## src/rtl/branch_redirect_ctrl.sv

```systemverilog
// PC-update and redirect stage. Owns the architectural fetch PC, picks the
// next PC from a taken EX branch, an ID jump, a stall hold or PC+4, raises
// the same-cycle IF/ID and ID/EX flushes, and keeps saturating branch
// statistics for the debug bus.
module branch_redirect_ctrl #(
  parameter logic [31:0] RESET_PC = 32'h0000_0000,
  parameter int          CNT_W    = 16
) (
  input  logic             clk_i,
  input  logic             rst_i,
  input  logic             stall_i,
  input  logic             br_valid_i,
  input  logic             taken_i,
  input  logic [31:0]      br_target_i,
  input  logic             jmp_valid_i,
  input  logic [31:0]      jmp_target_i,
  output logic [31:0]      pc_o,
  output logic [31:0]      pc_plus4_o,
  output logic             fetch_valid_o,
  output logic             flush_ifid_o,
  output logic             flush_idex_o,
  output logic [CNT_W-1:0] br_cnt_o,
  output logic [CNT_W-1:0] taken_cnt_o
);

  // BOOT covers the single instruction-memory read-latency cycle after reset.
  typedef enum logic [0:0] {
    BOOT = 1'b0,
    RUN  = 1'b1
  } state_t;

  state_t           state_p1;
  logic             vld_p1;
  logic [31:0]      pc_p1;
  logic [CNT_W-1:0] br_cnt_p1;
  logic [CNT_W-1:0] taken_cnt_p1;

  logic             run;
  logic             br_take;
  logic             jmp_take;
  logic [31:0]      pc_seq;
  logic [31:0]      pc_next;

  // Counters stick at all-ones instead of wrapping.
  function automatic logic [CNT_W-1:0] sat_inc(input logic [CNT_W-1:0] v);
    logic [CNT_W-1:0] r;
    if (&v) r = v;
    else    r = v + {{(CNT_W-1){1'b0}}, 1'b1};
    return r;
  endfunction

  // Fetch addresses are word aligned; low target bits are dropped.
  function automatic logic [31:0] align_word(input logic [31:0] a);
    return {a[31:2], 2'b00};
  endfunction

  assign run = (state_p1 == RUN);

  // A taken EX branch beats everything; a jump only redirects when ID is
  // not frozen and is not itself on the wrong path behind that branch.
  assign br_take  = run & br_valid_i & taken_i;
  assign jmp_take = run & jmp_valid_i & ~stall_i & ~br_take;

  // Sequential successor wraps modulo 2^32 with no indication.
  assign pc_seq = pc_p1 + 32'd4;

  // Next-PC selection in priority order: branch, stall hold, jump, PC+4.
  always_comb begin
    pc_next = pc_seq;
    if (!run)          pc_next = pc_p1;
    else if (br_take)  pc_next = align_word(br_target_i);
    else if (stall_i)  pc_next = pc_p1;
    else if (jmp_take) pc_next = align_word(jmp_target_i);
  end

  // Boot sequencer: one BOOT cycle after reset, then RUN with fetch valid.
  always_ff @(posedge clk_i or posedge rst_i) begin
    if (rst_i) begin
      state_p1 <= BOOT;
      vld_p1   <= 1'b0;
    end else begin
      case (state_p1)
        BOOT: begin
          state_p1 <= RUN;
          vld_p1   <= 1'b1;
        end
        RUN: begin
          state_p1 <= RUN;
          vld_p1   <= 1'b1;
        end
        default: begin
          state_p1 <= BOOT;
          vld_p1   <= 1'b0;
        end
      endcase
    end
  end

  // Architectural PC register.
  always_ff @(posedge clk_i or posedge rst_i) begin
    if (rst_i) pc_p1 <= RESET_PC;
    else       pc_p1 <= pc_next;
  end

  // Branch statistics: counted in RUN only, regardless of stall.
  always_ff @(posedge clk_i or posedge rst_i) begin
    if (rst_i) begin
      br_cnt_p1    <= '0;
      taken_cnt_p1 <= '0;
    end else begin
      if (run && br_valid_i) br_cnt_p1    <= sat_inc(br_cnt_p1);
      if (br_take)           taken_cnt_p1 <= sat_inc(taken_cnt_p1);
    end
  end

  assign pc_o          = pc_p1;
  assign pc_plus4_o    = pc_seq;
  assign fetch_valid_o = vld_p1;
  // The ID/EX flush also squashes any jump sitting in ID behind the branch.
  assign flush_ifid_o  = br_take | jmp_take;
  assign flush_idex_o  = br_take;
  assign br_cnt_o      = br_cnt_p1;
  assign taken_cnt_o   = taken_cnt_p1;

endmodule

```

## config.mk

```make
export PLATFORM = sky130hd
export DESIGN_NAME = branch_redirect_ctrl
export DESIGN_NICKNAME = d
export VERILOG_FILES = /design/src/rtl/branch_redirect_ctrl.sv
export SDC_FILE = /design/constraint.sdc
export NUM_CORES = 1
export LEC_CHECK = 0
export CORE_ASPECT_RATIO = 1.25
export CORE_MARGIN = 2
export CORE_UTILIZATION = 47
export CTS_BUF_LIST = sky130_fd_sc_hd__clkbuf_16
export CTS_CLUSTER_DIAMETER = 30
export DETAILED_ROUTE_END_ITERATION = 12
export GPL_TIMING_DRIVEN = 0
export PLACE_DENSITY = 0.85
export SKIP_LAST_GASP = 1
export SLEW_MARGIN = 20
export SYNTH_ARGS = -nofsm -noshare
export SYNTH_HDL_FRONTEND = slang
export SYNTH_SLANG_ARGS = --single-unit
```

## constraint.sdc

```tcl
create_clock -name clk_i -period 3.2 [get_ports clk_i]
set_input_delay 0.32 -clock clk_i [delete_from_list [all_inputs] [get_ports clk_i]]
set_output_delay 0.32 -clock clk_i [all_outputs]
set_load 0.01 [all_outputs]
```

# After elaboration in Yosys (flattened, before gate mapping)

Index checks and enable logic that the tools add are counted.

Register bits after elaboration: 65
Input bits: 70
Output and inout port bits: 99
Logic and storage cells: 27

$add $sub $neg: 3
Equality and inequality tests: 1
Muxes and demuxes: 3
Bitwise logic cells: 10
Reductions and logical operators: 6

Operators by type and width:

| operator              | number |
|---|---|
| $mux 32               | 3 |
| $add 16x1->16 const B | 2 |
| $add 32x3->32 const B | 1 |
| $reduce_and 16->1     | 2 |
| $reduce_and 2->1      | 3 |
| $and 1x1->1           | 5 |
| $not 1->1             | 4 |
| $ne 2x1->1 const B    | 1 |
| $logic_and 1x1->1     | 1 |
| $or 1x1->1            | 1 |

# Longest topological paths before layout

Word-level depth: 7
Gate-level depth with buffers: 8
Depth with buffers taken out: 6

# Least setup slack after synthesis

Ideal clock, no wire load.

Path kind: register -> output
Start: reg pc_p1[9] (netlist: pc_o[9])
End: out pc_plus4_o[24]
Data arrival time: 1.973 ns
Data required time: 2.880 ns
Setup slack: 0.907 ns
Cell stages (with the launch flop): 6
Path buffers: 1
Path through: dfrtp_1 > buf_2 > nand4_2 > or4_4 > or4_4 > xnor2_1

Word-level cells in the longest chain between the ends: 1

Ends and longest elaborated chain:

| item                     | line | text |
|---|---|---|
| start: declaration       | 34   | `logic [31:0] pc_p1;` |
| start signal: assignment | 102  | `else pc_p1 <= pc_next;` |
| $add 32x3->32            | 65   | `assign pc_seq = pc_p1 + 32'd4;` |
| end: declaration         | 18   | `output logic [31:0] pc_plus4_o,` |

Every way passes these cells.

# Worst setup path in the final report

Ends and elaborated chain as after synthesis.

==> metrics.csv <==
metric,value,unit
P_leak,2.45,nW
first-pass GRT wire length,20400,um
met1 WL,5310,um
Sink Count,63,
die area,9320,um2
dominant synthesized flop cell,dfrtp_1,
CTS resizes,3,
Total Power,3.20,mW
"Cell Area, Synth",4020,um2
TritonCTS buffer count,9,
routed wire length per instance,18.0,um
CTS HTree Levels,3,
ANT nets after route,0,
post-synthesis xor/xnor area fraction,0.111,
ant diodes,0,
DRC viols,0,
worst skew pair latency,0.33,ns
vias per cell,5.93,
R2R depth,6,
RSZ-0062 raised after global routing,true,
initial core utilization,0.485,
I/O Pins,169,
placed cells,708,
setup bufs post-CTS,0,
Synth Area in Compound Gates,0.194,
part of the Yosys area used for sequential elements,0.392,
Rows,37,
largest net degree at the start of global routing,50,
"Clk pin slew, worst setup/hold paths",0.06,ns
clk_skew,0.00658,ns
largest family of logic cells by synthesized area,simple AND/OR/NAND/NOR gates,
Cells after Synth,447,
Pre-antenna DRT Iters,5,
"Slew Viols, Final",0,
fillers,625,
GP Congestion,0.884,
WL final,13000,um
final setup violation count,0,
most numerous cell in the Yosys netlist,dfrtp_1,
vias in the first global route,4081,
cell taking the most area after synthesis,dfrtp_1,
Yosys warning count,0,
syn avg cell area,9.00,um2
Seq cells post-synth,63,
Final period util,0.996,
Tmin final,3.19,ns
DP HPWL,9710,um
die height,107,um
# port buffers,160,
smallest hold slack,0.270,ns
WP data arrival,2.87,ns
CTS tree,built,
Crit Path Class,reg -> out,
maximum vdd drop,0.000419,V
required time worst endpoint,2.88,ns
Yosys cell types,60,
CP Max Fanout,8,
Layout Cells excl Fill,723,
Synth top area share,0.392,
core area,8290,um2
Worst slew margin,0.580,
nets,694,
CP Launch Type,flip-flop,
synthesis-to-layout area growth,51.0,%
placed cell areas,5790,um2
Max Used Layer,met4,
MaxCap Viol Count,0,
clk root buf,clkbuf_16,
CTS max path bufs,2,
Pwr Density,527,nW/um2
final hold vios,0,
post-synthesis mux area share,0.0236,
Post-synth ARST share,1.00,
Synth area leaders,"dfrtp_1, xnor2_1, nand3_1",
Slew @ Worst Pin,0.630,ns
grt ovf,0,
DRT iter0 DRCs,256,
HP Class,in -> async,
met3 WL,886,um
share of post-route cells with drive strength above 1,0.0783,
initial antenna violation count,0,
met2 WL,6470,um
number of synthesized flops with an enable pin,0,
adder-cell share of the synthesized area,0.00933,
status,completed,
Max Clk Rate,314,MHz
Die Width,86.7,um
Total GRT Usage,0.280,
Worst setup EP type,output pin,
vias,4289,
Commonest cells post-synth,"dfrtp_1, nand2_1, xnor2_1",
post-synthesis simple-gate area fraction,0.218,
cts hold-fix bufs,0,
final instance area,6070,um2
-- stage by stage --
step           worst slack (ns)  setup TNS, ns  utilization
2_1_floorplan             0.907              0            -
3_3_place_gp             -0.157         -0.157        0.695
3_5_place_dp             -0.145         -0.145        0.698
4_1_cts                 0.00932              0        0.732
5_1_grt                 -0.0998         -0.372        0.733
6_report                 0.0135              0        0.733
-- path summary, 6_finish.rpt --
path,endpoint,from,slack (ns)
worst max-delay path,pc_plus4_o[24],pc_o[9],0.01
worst min-delay path,taken_cnt_o[13],rst_i,0.27
worst max register to register,pc_o[12],fetch_valid_o,0.84
worst min register to register,taken_cnt_o[7],taken_cnt_o[7],0.50
max in group asynchronous,pc_o[2],rst_i,2.42
min in group clk_i,taken_cnt_o[7],taken_cnt_o[7],0.50
-- cell type report --
| class | count | area [um2] | area share |
|---|---|---|---|
| Multi-Input combinational cell | 341 | 2270 | 0.374 |
| Timing Repair Buffer | 161 | 1630 | 0.268 |
| Sequential cell | 63 | 1580 | 0.260 |
| Clock buffer | 9 | 225 | 0.0371 |
| Buffer | 28 | 133 | 0.0218 |
| Tap cell | 97 | 121 | 0.0200 |
| Inverter | 17 | 66.3 | 0.0109 |
| Clock inverter | 7 | 48.8 | 0.00804 |
-- layout by cell type, fill, tap and decap left out, drive strengths merged, types with 5 or more instances in the layout --
cell type	n
clkbuf	23
a31oi	9
xor2	17
and2	6
clkdlybuf4s50	160
nor4	6
and4	5
a221oi	11
a21oi	14
a2bb2oi	5
nand3	33
a222oi	6
o21a	7
nor2	28
and3	7
a22o	5
nand4	17
xnor2	34
buf	15
nand2	38
nor3	10
o21ai	28
mux2i	5
dfrtp	63
inv	16
conb	5
-- cells by family (layout without fill, tap and decap cells) --
family                   count (synthesis)  in the layout
adder cells (fa/ha/maj)                  3              3
AND/OR/NAND/NOR                        163            163
other                                    2              5
AO/OA/AOI/OAI                          110            110
XOR/XNOR                                51             51
multiplexers                             9              9
buffers and inverters                   46            222
flip-flops                              63             63
-- power breakdown --
group          switching, mW  leakage, nW  internal (mW)
logic                  0.534         1.58          0.648
registers              0.193        0.750          0.929
clock network          0.370        0.124          0.523
-- worst max-delay path, cell delays in order, from the launching register on --
cell and delay [ns]:
dfrtp_1 0.33, buf_2 0.18, nand4_2 0.16, or4_4 0.60, or4_4 0.53, xnor2_1 0.17, clkdlybuf4s50_1 0.56
-- state kept, by name, summed over array words and instances, names as in the netlist --
register,count
br_cnt_o,16
fetch_valid_o,1
pc_o,30
taken_cnt_o,16
-- layer usage --
| metal | vias up | track usage |
|---|---|---|
| met5 | - | 0 |
| met2 | 196 | 0.475 |
| met1 | 2059 | 0.344 |
| met4 | 0 | 0.107 |
| li1 | 2009 | - |
| met3 | 25 | 0.0583 |
Power figures use the tool's default switching activity.
